### src/rtl/mips_pkg.sv
// Shared definitions for the MIPS pipeline: opcode constants used by the
// fetch stage and the main decoder, the NOP encoding and the fetch FSM states.
package mips_pkg;

    // Primary opcodes (instr[31:26])
    localparam logic [5:0] OP_RTYPE = 6'h00;
    localparam logic [5:0] OP_J     = 6'h02;
    localparam logic [5:0] OP_JAL   = 6'h03;
    localparam logic [5:0] OP_BEQ   = 6'h04;
    localparam logic [5:0] OP_BNE   = 6'h05;
    localparam logic [5:0] OP_ADDI  = 6'h08;
    localparam logic [5:0] OP_SLTI  = 6'h0A;
    localparam logic [5:0] OP_ANDI  = 6'h0C;
    localparam logic [5:0] OP_ORI   = 6'h0D;
    localparam logic [5:0] OP_LUI   = 6'h0F;
    localparam logic [5:0] OP_LW    = 6'h23;
    localparam logic [5:0] OP_SW    = 6'h2B;
    localparam logic [5:0] OP_STOP  = 6'h3F;

    // All-zero word decodes as sll $0,$0,0, i.e. a NOP / pipeline bubble
    localparam logic [31:0] NOP_INSTR = 32'h0000_0000;

    // Fetch-stage FSM: running, draining after STOP, drained
    typedef enum logic [1:0] {
        RUN   = 2'd0,
        DRAIN = 2'd1,
        DONE  = 2'd2
    } fetch_state_t;

    // True when the word carries the STOP opcode
    function automatic logic is_stop_word(input logic [31:0] instr);
        return instr[31:26] == OP_STOP;
    endfunction

endpackage

### src/rtl/fetch_ifid_stage_pc_reg.sv
// Program counter with next-PC selection: redirect target (word aligned),
// hold, or sequential +4. Redirect has priority over advance.
module pc_reg #(
    parameter int unsigned          ADDR_W   = 32,
    parameter logic [ADDR_W-1:0]    RESET_PC = '0
) (
    input  logic              clk,
    input  logic              rst,
    input  logic              redirect,
    input  logic              advance,
    input  logic [ADDR_W-1:0] redirect_pc,
    output logic [ADDR_W-1:0] pc,
    output logic [ADDR_W-1:0] pc_plus4
);

    logic [ADDR_W-1:0] pc_val_reg;
    logic [ADDR_W-1:0] pc_next;

    // Sequential successor wraps naturally at 2^ADDR_W
    assign pc_plus4 = pc_val_reg + ADDR_W'(4);
    assign pc       = pc_val_reg;

    // Next-PC mux; redirect targets have their two low bits cleared
    always_comb begin
        pc_next = pc_val_reg;
        if (redirect) begin
            pc_next = redirect_pc & ~ADDR_W'(3);
        end else if (advance) begin
            pc_next = pc_plus4;
        end
    end

    // PC register
    always_ff @(posedge clk or posedge rst) begin
        if (rst) begin
            pc_val_reg <= RESET_PC;
        end else begin
            pc_val_reg <= pc_next;
        end
    end

endmodule

### src/rtl/fetch_ifid_stage.sv
// Instruction fetch stage plus IF/ID pipeline register. Fetches a word per
// cycle, honours stall and redirect, and on a latched STOP opcode freezes the
// PC, feeds bubbles for DRAIN_CYCLES unstalled cycles, then raises sticky done.
module fetch_ifid_stage
    import mips_pkg::*;
#(
    parameter int unsigned          ADDR_W       = 32,
    parameter logic [ADDR_W-1:0]    RESET_PC     = '0,
    parameter int unsigned          DRAIN_CYCLES = 4,
    parameter int unsigned          CNT_W        = 3
) (
    input  logic              clk,
    input  logic              rst,
    output logic [ADDR_W-1:0] imem_addr,
    input  logic [31:0]       imem_rdata,
    input  logic              stall,
    input  logic              redirect_valid,
    input  logic [ADDR_W-1:0] redirect_pc,
    output logic              ifid_valid,
    output logic [31:0]       ifid_instr,
    output logic [ADDR_W-1:0] ifid_pc_plus4,
    output logic [5:0]        opcode,
    output logic [5:0]        func,
    output logic              halted,
    output logic              done
);

    localparam logic [CNT_W-1:0] DRAIN_LOAD = CNT_W'(DRAIN_CYCLES);

    fetch_state_t      state_reg;
    logic [CNT_W-1:0]  drain_cnt_reg;
    logic              done_reg;
    logic              ifid_valid_reg;
    logic [31:0]       ifid_instr_reg;
    logic [ADDR_W-1:0] ifid_pc_plus4_reg;

    logic [ADDR_W-1:0] pc;
    logic [ADDR_W-1:0] pc_plus4;
    logic              fetch_stop;
    logic              pc_redirect;
    logic              pc_advance;

    assign fetch_stop  = is_stop_word(imem_rdata);
    // Redirect moves the PC in RUN and DRAIN; DONE is fully frozen
    assign pc_redirect = redirect_valid && (state_reg != DONE);
    // Sequential advance only on a latched, non-STOP word in RUN
    assign pc_advance  = (state_reg == RUN) && !stall && !fetch_stop;

    pc_reg #(
        .ADDR_W   (ADDR_W),
        .RESET_PC (RESET_PC)
    ) u_pc (
        .clk         (clk),
        .rst         (rst),
        .redirect    (pc_redirect),
        .advance     (pc_advance),
        .redirect_pc (redirect_pc),
        .pc          (pc),
        .pc_plus4    (pc_plus4)
    );

    // IF/ID register and RUN/DRAIN/DONE sequencing
    always_ff @(posedge clk or posedge rst) begin
        if (rst) begin
            state_reg         <= RUN;
            drain_cnt_reg     <= '0;
            done_reg          <= 1'b0;
            ifid_valid_reg    <= 1'b0;
            ifid_instr_reg    <= NOP_INSTR;
            ifid_pc_plus4_reg <= '0;
        end else begin
            case (state_reg)
                RUN: begin
                    if (redirect_valid) begin
                        ifid_valid_reg <= 1'b0;
                        ifid_instr_reg <= NOP_INSTR;
                    end else if (!stall) begin
                        ifid_valid_reg    <= 1'b1;
                        ifid_instr_reg    <= imem_rdata;
                        ifid_pc_plus4_reg <= pc_plus4;
                        if (fetch_stop) begin
                            drain_cnt_reg <= DRAIN_LOAD;
                            if (DRAIN_CYCLES == 0) begin
                                state_reg <= DONE;
                                done_reg  <= 1'b1;
                            end else begin
                                state_reg <= DRAIN;
                            end
                        end
                    end
                end
                DRAIN: begin
                    if (redirect_valid) begin
                        // STOP was on the wrong path: resume fetching
                        ifid_valid_reg <= 1'b0;
                        ifid_instr_reg <= NOP_INSTR;
                        drain_cnt_reg  <= '0;
                        state_reg      <= RUN;
                    end else if (!stall) begin
                        ifid_valid_reg <= 1'b0;
                        ifid_instr_reg <= NOP_INSTR;
                        drain_cnt_reg  <= drain_cnt_reg - CNT_W'(1);
                        if (drain_cnt_reg == CNT_W'(1)) begin
                            state_reg <= DONE;
                            done_reg  <= 1'b1;
                        end
                    end
                end
                DONE: begin
                    state_reg <= DONE;
                end
                default: begin
                    state_reg <= RUN;
                end
            endcase
        end
    end

    assign imem_addr     = pc;
    assign ifid_valid    = ifid_valid_reg;
    assign ifid_instr    = ifid_instr_reg;
    assign ifid_pc_plus4 = ifid_pc_plus4_reg;
    assign opcode        = ifid_instr_reg[31:26];
    assign func          = ifid_instr_reg[5:0];
    assign halted        = (state_reg != RUN);
    assign done          = done_reg;

endmodule

### config.mk
export PLATFORM = sky130hd
export DESIGN_NAME = fetch_ifid_stage
export DESIGN_NICKNAME = d
export VERILOG_FILES = /design/src/rtl/mips_pkg.sv /design/src/rtl/fetch_ifid_stage_pc_reg.sv /design/src/rtl/fetch_ifid_stage.sv
export SDC_FILE = /design/constraint.sdc
export NUM_CORES = 1
export LEC_CHECK = 0
export CAP_MARGIN = 20
export CORE_MARGIN = 2
export CORE_UTILIZATION = 25
export CTS_CLUSTER_SIZE = 28
export DETAILED_ROUTE_END_ITERATION = 8
export HOLD_SLACK_MARGIN = 0.06
export PLACE_DENSITY = 0.55
export SETUP_SLACK_MARGIN = 0.3
export SYNTH_ARGS = -nofsm -noshare
export SYNTH_HDL_FRONTEND = slang
export SYNTH_HIERARCHICAL = 1
export SYNTH_SLANG_ARGS = --single-unit
### constraint.sdc
create_clock -name clk -period 4.1 [get_ports clk]
set_clock_uncertainty 0.1 [all_clocks]
set_input_delay 0.615 -clock clk [delete_from_list [all_inputs] [get_ports clk]]
set_output_delay 0.615 -clock clk [all_outputs]
set_load 0.005 [all_outputs]
==> results by group, run 1 <==
Global routing
  – Largest net degree at the start of global routing: 45
  – GRT Util Overall: 0.143
  – Initial antenna violation count: 1
  – First-pass GRT wire length: 24600 um
  – Vias in the first global route: 4467
  – Congestion Overflow GR: 0

Placement
  – GPL Wtd Cong: 0.810
  – Post-detailed-placement half-perimeter wirelength: 11200 um
  – IO Port Bufs: 174
  – Setup slack at placement: 460 ps
  – Dpl cells: 897

Worst setup path
  – Worst Setup SP: imem_rdata[30]
  – Required time worst endpoint: 4270 ps
  – Worst reg2reg path depth: 8
  – Data arrival time of the worst path: 3470 ps
  – Critical Path Start Type: input port
  – Reg-to-reg slack, setup: 990 ps
  – Critical path type: in -> reg
  – RR Endpoint: u_pc/pc[24]
  – R2r startpoint: state_reg[0]
  – Worst Setup End Kind: flop
  – Crit Path Max Fanout: 14
  – Crit path to: u_pc/pc[24]

Synthesis
  – Synthesized instance count: 491
  – Synth top area share: 0.488
  – Distinct cells, synth: 48
  – Synth area leader: dfrtp_1
  – Synth warn: 6
  – Post-synth EDFFs: 0
  – Most used flip-flop cell after synthesis: dfrtp_1
  – Asr flop ratio synth: 1.00
  – Share of the yosys chip area belonging to registers: 0.488
  – Post-synthesis cell area: 5180 um^2
  – Mean Syn Cell Area: 10.5 um^2
  – Post-synthesis sequential element count: 101
  – Dominant cells by area after synthesis: dfrtp_1 49%, a22o_1 5.4%, xnor2_1 4.2%

Route
  – Remaining antenna violation count: 0
  – DRC: 0
  – Vias per Instance: 4.81
  – Routed via count: 4393
  – Final wirelength: 15500 um
  – Routed WL per cell: 16.9 um
  – 1st-iter DRT viols: 284
  – 1st-pass router iterations: 4

Clock tree
  – TritonCTS buffer count: 9
  – Root Buffer: clkbuf_16
  – Resize count post-CTS: 0
  – Clock Pin Slew Worst Setup and Hold Paths: 70 ps
  – Setup Fix Bufs, Post-CTS: 0
  – TritonCTS clock tree: built
  – Max Root-Sink Buffers: 2
  – Post-CTS Hold Buffers: 0
  – Clock latency on the worst-skew pair: 350 ps
  – Clock sinks: 101
  – H-tree depth reported by CTS: 3

Floorplanning
  – DIE HEIGHT: 148 um
  – DIE AREA: 21900 um^2
  – Core Area: 20300 um^2
  – Ports: 179
  – Die width: 148 um
  – Starting density of the core: 0.255
  – Row count: 52

Cells and area
  – Antenna diodes: 0
  – Synth-to-layout area growth: 42.8%
  – Post-Layout Cell Count: 913
  – Share of cells above drive strength 1: 0.0824
  – FILL cells: 2034
  – Nets: 710

STA
  – Slew Viols, Final: 0
  – Min Clock Period, post-route: 3300 ps
  – Final setup slack of the worst path: 799 ps
  – Fin. Hold Viols: 0
  – Slew Limit Headroom: 0.405
  – Max Clock Freq: 303 MHz
  – RSZ-0062 raised after global routing: false
  – Tcrit/Tclk final: 0.805
  – Worst-Margin Slew: 884 ps
  – Setup TNS: 0 ps
  – Endpoints failing setup: 0

Run
  – Maxcap violations: 0

Power and ir drop
  – Tot Pwr: 2.41 mW
  – Max VDD drop: 0.180 mV
  – Power Density: 326 nW/um^2
  – Leakage: 3.01 nW

Hold path
  – Worst Hold Class: reg -> reg

Status
  – Status: completed
worst min path at each step:
stage,cells past startpoint,to,slack (ps),from
4_1_cts,1,done,370,done
3_5_place_dp,1,done,360,done
2_1_floorplan,1,done,360,done
5_1_grt,1,done,400,done
3_3_place_gp,1,done,350,done
6_report,1,done,370,done
synth_stat cells (3+ instances only):
| cell | count |
|---|---|
| a21o_1 | 3 |
| a22o_1 | 32 |
| a31oi_1 | 10 |
| and2_1 | 4 |
| and4_1 | 8 |
| buf_2 | 10 |
| buf_4 | 18 |
| buf_6 | 5 |
| clkbuf_1 | 17 |
| dfrtp_1 | 101 |
| ha_1 | 3 |
| inv_1 | 14 |
| mux2_1 | 17 |
| mux2_2 | 15 |
| nand2_1 | 47 |
| nand2b_1 | 3 |
| nand3_1 | 14 |
| nand4_1 | 16 |
| nor2_1 | 25 |
| nor3_1 | 9 |
| nor4_1 | 5 |
| o211ai_1 | 4 |
| o21ai_0 | 21 |
| o31ai_1 | 5 |
| or2_2 | 3 |
| or4_1 | 16 |
| xnor2_1 | 25 |
| xor2_1 | 16 |
metrics by stage:
step	instance area [um^2]	utilization	hold slack, ps
global route	7400	0.364	399
CTS	7370	0.363	373
finish	7400	0.364	368
detailed placement	7050	0.348	357
global placement	7050	0.348	355
floorplan	5190	-	359
worst max-delay path, cell delays in order:
cell and delay [ps]:
clkdlybuf4s50_1 460, nand4_1 190, o21ai_0 160, nor3_2 150
buf_4 250, nand4_1 260, or4_4 660, or4_1 540
a31oi_1 180
layout make-up:
| type | instances | area, um^2 | share of cell area |
|---|---|---|---|
| clock buffers | 10 | 239 | 0.0323 |
| multi-input cells | 328 | 2320 | 0.313 |
| clock inverters | 5 | 75.1 | 0.0102 |
| inverters | 14 | 53.8 | 0.00727 |
| flip-flops and latches | 101 | 2530 | 0.342 |
| repair buffers | 185 | 1840 | 0.249 |
| well taps | 270 | 338 | 0.0457 |
report_power, final:
group | switching [mW] | internal [mW]
sequential | 0.0838 | 1.05
clock | 0.374 | 0.545
combinational | 0.121 | 0.230
total | 0.578 | 1.83
metal layers:
layer  part of all wire  global-route usage  vias to the layer above
met4              0.026              0.0571                        2
li1                   -                   -                     2050
met3              0.087              0.0386                       24
met5            0.00078                   0                        -
met1               0.44               0.189                     2107
met2               0.45               0.223                      210
cell usage in the layout (no fill, tap or decap), drive strengths merged, types with 5 or more instances in the layout:
cell type,n
clkdlybuf4s50,174
nand4,17
nand2,47
a22o,32
clkbuf,10
nor2,25
dfrtp,101
xor2,16
nor3,9
nand3,14
and4,8
mux2,32
xnor2,25
buf,11
o31ai,5
inv,13
o21ai,21
or4,18
a31oi,10
nor4,6
kinds of logic after synthesis:
group	count (synthesis)	synth area share
xor+xnor	41	0.0693
flops	101	0.488
compound gates	87	0.124
simple gates	160	0.170
mux	33	0.0715
buf+inv	65	0.0698
other cells	1	0.000724
fa+ha+maj	3	0.00725
Power figures use the tool's default switching activity.
==> inputs of run 2 (changes only) <==
--- a/config.mk
+++ b/config.mk
@@ -11,7 +11,7 @@
 export CTS_CLUSTER_SIZE = 28
 export DETAILED_ROUTE_END_ITERATION = 8
 export HOLD_SLACK_MARGIN = 0.06
-export PLACE_DENSITY = 0.55
+export PLACE_DENSITY = 0.57
 export SETUP_SLACK_MARGIN = 0.3
 export SYNTH_ARGS = -nofsm -noshare
 export SYNTH_HDL_FRONTEND = slang
==> constraint.sdc (replaced) <==
create_clock -name clk -period 2.7 [get_ports clk]
set_clock_uncertainty 0.1 [all_clocks]
set_input_delay 0.405 -clock clk [delete_from_list [all_inputs] [get_ports clk]]
set_output_delay 0.405 -clock clk [all_outputs]
set_load 0.005 [all_outputs]
==> run 2 against run 1 <==
Compared with the run above: final cell count grew 4.3%; die area unchanged; register-to-register slack worse by 620 ps; flip-flop and latch count did not move; core utilization increased by 1.5 points; global-route usage increased by 0.47 points; worst setup slack got worse by 440 ps; non-clock buffer count increased by 38; sequential power is 50% higher; critical path depth down 1.
==> results by group, run 2 (synthesis gave the netlist of run 1 again) <==
Cells and area
  – Nets: 748 (+5.4%)
  – Area of the multi-input gates: 2360 um^2 (+1.7%)
  – Fin util: 0.379 (+0.0147)
  – Commonest cells after routing, fill and taps aside: 168 x clkdlybuf4s50_1, 99 x dfrtp_1, 46 x nand2_1, 46 x buf_4, 32 x a22o_1
  – Most common cell after layout, fill and taps aside: clkdlybuf4s50_1
  – Antenna diodes: 0 (unchanged)
  – FILL cells: 2068 (+1.7%)
  – Share of cells above drive strength 1: 0.148 (+0.0657)
  – Synth-to-layout area growth: 48.5%
  – Register Area: 2530 um^2 (about the same)

Worst setup path
  – Critical Path Start Type: input port
  – Crit Path Max Fanout: 4 (-10)
  – Slowest cell on crit path: or4_1
  – Delay-heaviest family, CP: simple AND/OR/NAND/NOR gates
  – Ordered cell list for the critical path: dlygate4sd2_1 > nand4_1 > o21ai_2 > nor3_4 > nand3_2 > or4_4 > or4_1 > a31oi_1
  – CP max stage delay: 520 ps (-140 ps)
  – Critical path type: in -> reg
  – Required time worst endpoint: 2870 ps (-1400 ps)
  – Data arrival time of the worst path: 2510 ps (-960 ps)
  – Worst Setup End Kind: flop
  – Crit path buffers/inverters: 1 (-1)

Clock tree
  – Clock sinks: 101 (unchanged)
  – Max Root-Sink Buffers: 2 (unchanged)
  – Root Buffer: clkbuf_16
  – Clock Pin Slew Worst Setup and Hold Paths: 70 ps (about the same)
  – TritonCTS clock tree: built
  – H-tree depth reported by CTS: 3 (unchanged)
  – Clock latency on the worst-skew pair: 350 ps (about the same)
  – TritonCTS buffer count: 9 (unchanged)
  – Post-CTS Hold Buffers: 0 (unchanged)

Global routing
  – First-pass GRT wire length: 25500 um (+3.6%)
  – Congestion Overflow GR: 0 (unchanged)
  – GRT Util Overall: 0.148 (+0.00468)
  – Largest net degree at the start of global routing: 37 (-18%)
  – Vias in the first global route: 4652 (+4.1%)
  – Initial antenna violation count: 0 (-1)

Floorplanning
  – DIE HEIGHT: 148 um (unchanged)
  – Ports: 179 (unchanged)
  – Starting density of the core: 0.255 (unchanged)
  – Die width: 148 um (unchanged)
  – DIE AREA: 21900 um^2 (unchanged)
  – Core Area: 20300 um^2 (unchanged)
  – Row count: 52 (unchanged)

Route
  – 1st-iter DRT viols: 186 (-35%)
  – DRC: 0 (unchanged)
  – Vias per Instance: 4.75 (-1.3%)
  – 1st-pass router iterations: 4 (unchanged)
  – Routed via count: 4522 (+2.9%)
  – Remaining antenna violation count: 0 (unchanged)
  – Final wirelength: 16100 um (+4.2%)
  – Routed WL per cell: 16.9 um (about the same)

Placement
  – IO Port Bufs: 174 (unchanged)
  – GPL Wtd Cong: 0.810 (about the same)
  – Setup slack at placement: -398 ps (-857 ps)
  – Post-detailed-placement half-perimeter wirelength: 11700 um (+4.4%)

Hold path
  – Worst Hold Class: in -> reg

Power and ir drop
  – Leakage: 3.19 nW (+5.9%)
  – Power Density: 460 nW/um^2 (+41%)
  – Max VDD drop: 0.276 mV (+54%)
  – Tot Pwr: 3.54 mW (+47%)

STA
  – Worst-Margin Slew: 542 ps (-342 ps)
  – Fin. Hold Viols: 0 (unchanged)
  – Tcrit/Tclk final: 0.867
  – Max Clock Freq: 427 MHz
  – Final setup slack of the worst path: 359 ps (-439 ps)
  – Min Clock Period, post-route: 2340 ps
  – RSZ-0062 raised after global routing: true
  – Slew Limit Headroom: 0.638 (+0.232)
  – Hold_ws: 251 ps (-116 ps)
  – Slew Viols, Final: 0 (unchanged)
  – Endpoints failing setup: 0 (unchanged)

Status
  – Status: completed

Run
  – Maxcap violations: 0 (unchanged)
==> run 2: path summary, 6_finish.rpt <==
kind,startpoint,cells after the start,slack [ps],to
min reg2reg,done,1,370,done
max in group asynchronous,rst,3,1690,ifid_instr[15]
min in group asynchronous,rst,3,410,u_pc/pc[30]
max,imem_rdata[26],8,360,u_pc/pc[29]
max reg2reg,state_reg[0],7,370,u_pc/pc[29]
min,imem_rdata[31],2,250,ifid_instr[31]
==> run 2: power breakdown <==
| group | leakage [nW] | internal, mW | switching, mW |
|---|---|---|---|
| clock network | 0.130 | 0.653 | 0.580 |
| logic | 1.74 | 0.377 | 0.216 |
| registers | 1.33 | 1.60 | 0.110 |
==> run 2: final cells by class <==
class	instances	area share
clock buffers	13	0.0325
inverters	14	0.00716
flip-flops and latches	101	0.329
repair buffers	223	0.278
well taps	270	0.0439
multi-input cells	328	0.306
clock inverters	3	0.00276
==> run 2: worst register-to-register path: stages, from the launching register on <==
cell and delay (ps):
dfrtp_1 410, inv_4 70, o21ai_2 70, nor3_4 310
nand3_2 130, or4_4 510, or4_1 520, a31oi_1 150
==> run 2: metal layers <==
layer / vias up / global-route usage / wire length, um
li1: 2126 / - / -
met3: 15 / 0.0380 / 1020
met5: - / 0 / 0
met2: 173 / 0.245 / 7730
met4: 0 / 0.0457 / 236
met1: 2208 / 0.190 / 7120
==> run 2: repair_timing <==
| action | 4_1_cts | 5_1_grt |
|---|---|---|
| pin swaps | 16 | 8 |
| hold endpoints to repair | 0 | 0 |
| setup buffers | 4 | 5 |
| setup endpoints to repair | 13 | 14 |
| gates resized for setup | 13 | 6 |
==> run 2: through the flow <==
step / setup TNS, ps / std cells / area [um^2]
after floorplan: 0 / 494 / 5210
after global placement: -2420 / 926 / 7290
after detailed placement: -2770 / 926 / 7290
after CTS: 0 / 946 / 7610
after global routing: 0 / 952 / 7690
final: 0 / 952 / 7690
==> inputs of run 3 (changes only) <==
--- a/config.mk
+++ b/config.mk
@@ -10,9 +10,11 @@
 export CORE_UTILIZATION = 25
 export CTS_CLUSTER_SIZE = 28
 export DETAILED_ROUTE_END_ITERATION = 8
+export GPL_ROUTABILITY_DRIVEN = 0
 export HOLD_SLACK_MARGIN = 0.06
 export PLACE_DENSITY = 0.57
 export SETUP_SLACK_MARGIN = 0.3
+export SKIP_LAST_GASP = 1
 export SYNTH_ARGS = -nofsm -noshare
 export SYNTH_HDL_FRONTEND = slang
 export SYNTH_HIERARCHICAL = 1
==> results of run 3 <==
Final layout, timing and power as in run 2 (identical DEF).
